### config.mk
export PLATFORM = sky130hd
export DESIGN_NAME = sta_job_sched
export DESIGN_NICKNAME = d
export VERILOG_FILES = /design/src/rtl/sta_job_sched.sv
export SDC_FILE = /design/constraint.sdc
export NUM_CORES = 1
export LEC_CHECK = 0
export CAP_MARGIN = 20
export CORE_ASPECT_RATIO = 0.6
export CORE_MARGIN = 2
export CORE_UTILIZATION = 32
export CTS_CLUSTER_DIAMETER = 100
export DETAILED_ROUTE_END_ITERATION = 6
export DONT_BUFFER_PORTS = 1
export GPL_TIMING_DRIVEN = 0
export PLACE_DENSITY = 0.43
export SLEW_MARGIN = 40
export SYNTH_ARGS = -nofsm -noshare
export SYNTH_HDL_FRONTEND = slang
export SYNTH_SLANG_ARGS = --single-unit
### constraint.sdc
create_clock -name clk -period 3.61 [get_ports clk]
set_input_delay 0 -clock clk [delete_from_list [all_inputs] [get_ports clk]]
set_output_delay 0 -clock clk [all_outputs]
set_load 0.01 [all_outputs]
### src/rtl/sta_job_sched.sv
// Round-robin scheduler that lets two requesters share one STA core.
// It forwards the granted beat stream, returns the tagged result and aborts stalled jobs.
module sta_job_sched #(
    parameter int JOB_LEN = 32,
    parameter int TIMEOUT = 1023,
    parameter int CW      = 10
) (
    input  logic       clk,
    input  logic       rst_n,
    input  logic [1:0] req,
    output logic [1:0] gnt,
    input  logic       r0_valid,
    input  logic [3:0] r0_delay,
    input  logic [3:0] r0_source,
    input  logic [3:0] r0_destination,
    input  logic       r1_valid,
    input  logic [3:0] r1_delay,
    input  logic [3:0] r1_source,
    input  logic [3:0] r1_destination,
    output logic       in_valid,
    output logic [3:0] delay,
    output logic [3:0] source,
    output logic [3:0] destination,
    input  logic       out_valid,
    input  logic [7:0] worst_delay,
    input  logic [3:0] path,
    output logic       res_valid,
    output logic       res_id,
    output logic [7:0] res_worst_delay,
    output logic [3:0] res_path,
    output logic       err,
    output logic       busy
);
    localparam int BW = $clog2(JOB_LEN + 1);
    localparam logic [BW-1:0] LAST_BEAT = BW'(JOB_LEN - 1);
    localparam logic [CW-1:0] WD_LAST   = CW'(TIMEOUT - 1);

    typedef enum logic [1:0] {S_ARB, S_FEED, S_WAIT, S_RESULT} state_t;

    state_t        state_reg, state_next;
    logic          ptr_reg, ptr_next;
    logic          gid_reg, gid_next;
    logic [BW-1:0] beat_reg, beat_next;
    logic [CW-1:0] wd_reg, wd_next;
    logic          in_valid_reg, in_valid_next;
    logic [3:0]    delay_reg, delay_next;
    logic [3:0]    source_reg, source_next;
    logic [3:0]    dest_reg, dest_next;
    logic          res_valid_reg, res_valid_next;
    logic          res_id_reg, res_id_next;
    logic [7:0]    res_wd_reg, res_wd_next;
    logic [3:0]    res_path_reg, res_path_next;
    logic          err_reg, err_next;

    logic          sel;
    logic          g_valid;
    logic [3:0]    g_delay, g_source, g_dest;
    logic          wd_hit;

    // The pointer's requester wins when it asks, otherwise the other one does.
    assign sel      = req[ptr_reg] ? ptr_reg : ~ptr_reg;
    assign g_valid  = gid_reg ? r1_valid       : r0_valid;
    assign g_delay  = gid_reg ? r1_delay       : r0_delay;
    assign g_source = gid_reg ? r1_source      : r0_source;
    assign g_dest   = gid_reg ? r1_destination : r0_destination;
    assign wd_hit   = (wd_reg == WD_LAST);

    always_comb begin
        state_next     = state_reg;
        ptr_next       = ptr_reg;
        gid_next       = gid_reg;
        beat_next      = beat_reg;
        wd_next        = wd_reg;
        in_valid_next  = 1'b0;
        delay_next     = delay_reg;
        source_next    = source_reg;
        dest_next      = dest_reg;
        res_valid_next = 1'b0;
        res_id_next    = res_id_reg;
        res_wd_next    = res_wd_reg;
        res_path_next  = res_path_reg;
        err_next       = 1'b0;
        case (state_reg)
            S_ARB: begin
                if (|req) begin
                    gid_next   = sel;
                    ptr_next   = ~sel;
                    beat_next  = '0;
                    wd_next    = '0;
                    state_next = S_FEED;
                end
            end
            S_FEED: begin
                if (g_valid) begin
                    in_valid_next = 1'b1;
                    delay_next    = g_delay;
                    source_next   = g_source;
                    dest_next     = g_dest;
                    wd_next       = '0;
                    if (beat_reg == LAST_BEAT) begin
                        beat_next  = '0;
                        state_next = S_WAIT;
                    end else begin
                        beat_next = beat_reg + BW'(1);
                    end
                end else if (wd_hit) begin
                    err_next    = 1'b1;
                    res_id_next = gid_reg;
                    beat_next   = '0;
                    wd_next     = '0;
                    state_next  = S_ARB;
                end else begin
                    wd_next = wd_reg + CW'(1);
                end
            end
            S_WAIT: begin
                if (out_valid) begin
                    res_valid_next = 1'b1;
                    res_id_next    = gid_reg;
                    res_wd_next    = worst_delay;
                    res_path_next  = path;
                    state_next     = S_RESULT;
                end else if (wd_hit) begin
                    err_next    = 1'b1;
                    res_id_next = gid_reg;
                    beat_next   = '0;
                    wd_next     = '0;
                    state_next  = S_ARB;
                end else begin
                    wd_next = wd_reg + CW'(1);
                end
            end
            default: begin
                // worst_delay is only meaningful on the first beat, so it stays held here.
                if (out_valid) begin
                    res_valid_next = 1'b1;
                    res_path_next  = path;
                end else begin
                    state_next = S_ARB;
                end
            end
        endcase
    end

    always_ff @(posedge clk or negedge rst_n) begin
        if (!rst_n) begin
            state_reg     <= S_ARB;
            ptr_reg       <= 1'b0;
            gid_reg       <= 1'b0;
            beat_reg      <= '0;
            wd_reg        <= '0;
            in_valid_reg  <= 1'b0;
            delay_reg     <= '0;
            source_reg    <= '0;
            dest_reg      <= '0;
            res_valid_reg <= 1'b0;
            res_id_reg    <= 1'b0;
            res_wd_reg    <= '0;
            res_path_reg  <= '0;
            err_reg       <= 1'b0;
        end else begin
            state_reg     <= state_next;
            ptr_reg       <= ptr_next;
            gid_reg       <= gid_next;
            beat_reg      <= beat_next;
            wd_reg        <= wd_next;
            in_valid_reg  <= in_valid_next;
            delay_reg     <= delay_next;
            source_reg    <= source_next;
            dest_reg      <= dest_next;
            res_valid_reg <= res_valid_next;
            res_id_reg    <= res_id_next;
            res_wd_reg    <= res_wd_next;
            res_path_reg  <= res_path_next;
            err_reg       <= err_next;
        end
    end

    assign gnt             = (state_reg == S_FEED) ? (gid_reg ? 2'b10 : 2'b01) : 2'b00;
    assign busy            = (state_reg != S_ARB);
    assign in_valid        = in_valid_reg;
    assign delay           = delay_reg;
    assign source          = source_reg;
    assign destination     = dest_reg;
    assign res_valid       = res_valid_reg;
    assign res_id          = res_id_reg;
    assign res_worst_delay = res_wd_reg;
    assign res_path        = res_path_reg;
    assign err             = err_reg;
endmodule

==> results of run 1 <==
-- how the worst max path moves through the flow --
| stage | from | endpoint | slack (ns) |
|---|---|---|---|
| floorplan | state_reg[0] | beat_reg[4] | 1.71 |
| global placement | state_reg[0] | wd_reg[4] | 1.20 |
| detailed placement | state_reg[0] | wd_reg[4] | 1.20 |
| CTS | state_reg[0] | wd_reg[4] | 1.20 |
| global route | state_reg[0] | wd_reg[4] | 0.97 |
| finish | state_reg[0] | wd_reg[4] | 1.15 |
-- critical path, cell delays in order, from the launching register on --
cell	delay, ns
dfrtp_1	0.41
inv_1	0.10
ha_1	0.29
buf_2	0.22
inv_1	0.18
nor3_2	0.51
nand3_2	0.30
o311ai_1	0.33
-- per-layer routing --
layer,GRT usage [%],routed length (um)
met5,0,0
met4,2.35,35
met3,4.66,389
met2,22.7,2590
met1,24.1,3340
-- metrics by stage --
step | std cells | worst slack [ns]
floorplan | 244 | 1.71
global placement | 352 | 1.20
detailed placement | 352 | 1.20
CTS | 402 | 1.20
global route | 402 | 0.971
finish | 402 | 1.15
-- logic make-up after synthesis --
family	after synthesis	synth area share, %
flops	48	46.8
simple gates	80	16.9
compound gates	57	15.6
buf+inv	24	5.17
fa+ha+maj	7	3.41
xor+xnor	1	0.341
mux	27	11.8
-- where the power goes --
part           leakage (nW)  internal [mW]  switching, mW
clock network        0.0681          0.259          0.199
logic                 0.698          0.396          0.451
registers             0.625          0.704          0.186
total                  1.39           1.36          0.835
-- area by class of cell --
class	instances	share of cell area, %
Sequential cell	48	36.6
Tap cell	108	4.12
Multi-Input combinational cell	172	37.6
Timing Repair Buffer	42	13.3
Clock buffer	7	4.04
Inverter	12	1.37
Buffer	12	2.67
Clock inverter	1	0.267
-- cells in the mapped netlist, drive strengths merged (2+ instances only) --
master    n
dfrtp    48
buf      10
a2bb2oi   3
and2      2
and3      2
nand4     7
a32oi     4
inv      12
mux2     14
ha        7
o211ai    4
nor2      9
a21oi     5
nor3      5
and4      3
o21ai    22
a41oi     2
clkbuf    2
nand2    31
a21o      2
nand3    10
mux2i    13
o22ai     3
nor2b     2
nand2b    3
a31oi     3
==> impl_metrics.py, run 1 <==
metrics = {
    "setup_path": {
        "r2r_slack_ns": 1.15,
        "worstPathMaxFanout": 10,
        "worstPathRequired_ns": 3.79,
        "endpoint_kind": "flop",
        "reg2reg_from": "state_reg[0]",
        "rr_worst_depth": 7,
        "worstSetupPathType": "reg2reg",
        "r2r-end": "wd_reg[4]",
        "arrival_ns": 2.64,
        "start_kind": "flop",
    },
    "worst_hold_path": {
        "min_to": "err",
        "hold_start": "out_valid",
        "hold_path_depth": 3,
        "hp-class": "in2reg",
    },
    "synth": {
        "synth_edf_count": 0,
        "synthFlopType": "dfrtp_1",
        "async_reset_ff_share_pct": 100,
        "yosys_register_bits": 48,
        "synth_cell_types": 52,
        "seq_area_frac_synth_pct": 46.8,
        "yosysTopAreaCell": "dfrtp_1",
        "syn_area_sq_mm": 0.00257,
        "synth_cells": 244,
        "ys_warn_count": 0,
        "syn-num-nets": 294,
        "netlist.area_leader.share_pct": 46.8,
        "netlist_top_cells_area": "dfrtp_1, mux2_2, mux2i_1",
        "syn_avg_cell_area_sq_um": 10.5,
    },
    "sta": {
        "finalHoldViolCount": 0,
        "post-route-period-util_pct": 68.2,
        "max_slew_margin_pct": 57.8,
        "fmax_mhz": 406,
        "tns_ns": 0,
        "drv_slew": 0,
        "worst_pin_slew_ns": 0.634,
        "post-route-min-period_ns": 2.46,
        "whs_ns": 0.0452,
        "setup_viol": 0,
        "rsz0062_at_grt": "false",
        "final.setup_skew_ns": 0.0120,
    },
    "drt": {
        "drc_errors": 0,
        "drt_iter0_drc": 103,
        "wirelength_um": 6360,
        "drt.antenna.violating_nets": 0,
        "wl_per_cell_um": 15.8,
        "first_pass_iters": 5,
        "route.vias.total": 2049,
        "viasPerCell": 5.10,
    },
    "finish": {
        "final_common_cell": "dfrtp_1",
        "fin_util_pct": 42.0,
        "drive_above_1_share_pct": 13.6,
        "area_delta_synth_final_pct": 27.8,
        "final_cell_area_sq_mm": 0.00328,
        "largest_reg_flops": 10,
        "n_fill_cell": 765,
        "antennaDiodeCount": 0,
        "layout.nets": 343,
        "multiInputGateArea_sq_mm": 0.00123,
        "seq_area_sq_mm": 0.00120,
        "layout_common_cells": "dfrtp_1, dlygate4sd3_1, nand2_1",
    },
    "placement": {
        "gp_congestion": 0.760,
        "dpl_cell_area_sq_mm": 0.00270,
        "hpwlAfterDp_um": 4160,
        "io_buffers": 0,
    },
    "cts": {
        "ctsHoldBuffers": 42,
        "path_clk_slew_ns": 0.07,
        "htree_levels": 2,
        "clockBufferDepth": 2,
        "cts_setup_buffers": 0,
        "cts_num_sinks": 48,
        "insertion_delay_ns": 0.29,
        "cts_tree": "yes",
        "cts_resized": 0,
        "root_buffer": "clkbuf_16",
        "numCtsBuffers": 5,
    },
    "die": {
        "fp.dieH_um": 73.4,
        "start_util_pct": 32.8,
        "io_pins": 74,
        "dieArea_sq_mm": 0.00878,
        "dieWidth_um": 120,
        "rows": 25,
        "core-area_sq_mm": 0.00782,
    },
    "global_route": {
        "grt_start_max_net_pins": 49,
        "grt_usage_pct": 15.9,
        "grt.overflow.total": 0,
        "antenna_found_initial": 0,
        "grt_pass1_wl_um": 10800,
        "grt_pass1_vias": 2039,
    },
    "flow_run": {
        "cap_violations": 0,
    },
    "power_and_ir_drop": {
        "p_leak_nw": 1.39,
        "p_total_mw": 2.19,
        "p_per_area_mw_per_mm2": 669,
        "peakVddDrop_mv": 0.236,
    },
    "outcome": {
        "outcome": "finished, final reports clean",
    },
}
No activity file was read; power rests on OpenSTA's default activity.
==> inputs of run 2 (changes only) <==
==> constraint.sdc (replaced) <==
create_clock -name clk -period 2.56 [get_ports clk]
set_input_delay 0 -clock clk [delete_from_list [all_inputs] [get_ports clk]]
set_output_delay 0 -clock clk [all_outputs]
set_load 0.01 [all_outputs]
==> run 2 against run 1 <==
- utilization is 0.080 points higher
- via count rose by 0.54%
- global-route usage is the same
- final area up 0.19%
- register-to-register slack worse by 0.89 ns
- sequential power is 40% higher
- wire length up 0.16%
- worst setup slack got worse by 0.89 ns
- critical path depth stayed put
- largest cell class unchanged
==> impl_metrics.py, run 2 (same netlist as run 1, synthesis figures left out) <==
metrics = {
    "sta": {
        "fmax_mhz": 435,
        "post-route-period-util_pct": 89.9,
        "drv_slew": 0,
        "worst_pin_slew_ns": 0.631,
        "tns_ns": 0,
        "finalHoldViolCount": 0,
        "max_slew_margin_pct": 58.0,
        "rsz0062_at_grt": "false",
        "post-route-min-period_ns": 2.30,
        "whs_ns": 0.0435,
        "setup_viol": 0,
        "final.setup_skew_ns": 0.0119,
    },
    "drt": {
        "route.vias.total": 2060,
        "first_pass_iters": 4,
        "drt.antenna.violating_nets": 0,
        "drc_errors": 0,
        "viasPerCell": 5.12,
        "wirelength_um": 6370,
        "drt_iter0_drc": 135,
        "wl_per_cell_um": 15.8,
    },
    "finish": {
        "layout_common_cells": "dfrtp_1, dlygate4sd3_1, nand2_1",
        "antennaDiodeCount": 0,
        "multiInputGateArea_sq_mm": 0.00124,
        "area_delta_synth_final_pct": 28.1,
        "layout.nets": 343,
        "drive_above_1_share_pct": 13.6,
        "fin_util_pct": 42.0,
        "final_common_cell": "dfrtp_1",
        "finalNonFillerCells": 402,
        "seq_area_sq_mm": 0.00120,
        "n_fill_cell": 764,
        "largest_reg_flops": 10,
    },
    "power_and_ir_drop": {
        "p_per_area_mw_per_mm2": 943,
        "p_leak_nw": 1.39,
        "p_total_mw": 3.10,
        "peakVddDrop_mv": 0.333,
    },
    "die": {
        "core-area_sq_mm": 0.00782,
        "rows": 25,
        "io_pins": 74,
        "fp.dieH_um": 73.4,
        "start_util_pct": 32.8,
        "dieWidth_um": 120,
        "dieArea_sq_mm": 0.00878,
    },
    "cts": {
        "htree_levels": 2,
        "cts_num_sinks": 48,
        "cts_setup_buffers": 0,
        "insertion_delay_ns": 0.29,
        "clockBufferDepth": 2,
        "cts_tree": "yes",
        "path_clk_slew_ns": 0.07,
        "root_buffer": "clkbuf_16",
        "numCtsBuffers": 5,
    },
    "worst_hold_path": {
        "hold_path_depth": 3,
        "min_to": "err",
        "hold_start": "out_valid",
        "hp-class": "in2reg",
    },
    "setup_path": {
        "rr_worst_depth": 7,
        "worstPathMaxFanout": 10,
        "reg2reg_from": "state_reg[0]",
        "start_kind": "flop",
        "worstPathRequired_ns": 2.74,
        "worstSetupPathType": "reg2reg",
        "r2r_slack_ns": 0.26,
        "r2r-end": "wd_reg[4]",
        "arrival_ns": 2.48,
        "endpoint_kind": "flop",
    },
    "global_route": {
        "grt_usage_pct": 15.9,
        "grt_pass1_wl_um": 10800,
        "grt_pass1_vias": 2039,
        "antenna_found_initial": 0,
        "grt_start_max_net_pins": 49,
        "grt.overflow.total": 0,
    },
    "placement": {
        "gp_congestion": 0.760,
        "dp.cells": 352,
        "hpwlAfterDp_um": 4160,
        "io_buffers": 0,
    },
    "flow_run": {
        "cap_violations": 0,
    },
    "outcome": {
        "outcome": "finished, final reports clean",
    },
}
[run 2: cell counts in the layout (fill, tap and decap cells not counted)]
No cell type changed its count.
[run 2: per-stage QoR]
stage | worst slack, ns | instance area [sq um]
6_report | 0.259 | 3290
5_1_grt | 0.0804 | 3290
4_1_cts | 0.149 | 3280
3_5_place_dp | 0.149 | 2700
3_3_place_gp | 0.146 | 2700
2_1_floorplan | 0.657 | 2570
[run 2: report_power, final]
| group | total [mW] | leakage, nW | internal [mW] | switching, mW |
|---|---|---|---|---|
| clock network | 0.644 | 0.0681 | 0.365 | 0.279 |
| logic | 1.20 | 0.700 | 0.565 | 0.636 |
| registers | 1.25 | 0.625 | 0.993 | 0.262 |
| total | 3.10 | 1.39 | 1.92 | 1.18 |
[run 2: per-layer routing]
metal	part of all wire, %	wire (um)	global-route usage, %
met5	0	0	0
met4	0.39	25	2.35
met3	6.1	388	4.66
met2	41	2600	22.7
met1	53	3350	24.1
[run 2: area by class of cell]
class	instances	share of cell area [%]
well taps	108	4.11
clock inverters	1	0.266
flip-flops and latches	48	36.5
multi-input cells	172	37.7
plain buffers	12	2.66
repair buffers	42	13.3
inverters	12	1.37
clock buffers	7	4.03
[run 2: how the worst max path moves through the flow]
stage / depth (start not counted) / slack [ns] / startpoint / to
detailed placement: 7 / 0.15 / state_reg[0] / wd_reg[4]
CTS: 7 / 0.15 / state_reg[0] / wd_reg[4]
global route: 7 / 0.08 / state_reg[0] / wd_reg[4]
global placement: 7 / 0.15 / state_reg[0] / wd_reg[4]
floorplan: 9 / 0.66 / state_reg[0] / beat_reg[4]
finish: 7 / 0.26 / state_reg[0] / wd_reg[4]
[run 2: critical path: stages (launching register included)]
cell      delay (ns)
dfrtp_1         0.41
inv_1           0.10
ha_1            0.29
buf_2           0.22
inv_1           0.19
nor3_4          0.39
nand3_2         0.27
o311ai_1        0.32
[run 2: what timing repair did]
action	4_1_cts	5_1_grt
gates resized for setup	0	1
hold endpoints to repair	75	0
setup endpoints to repair	0	1
hold buffers	42	0
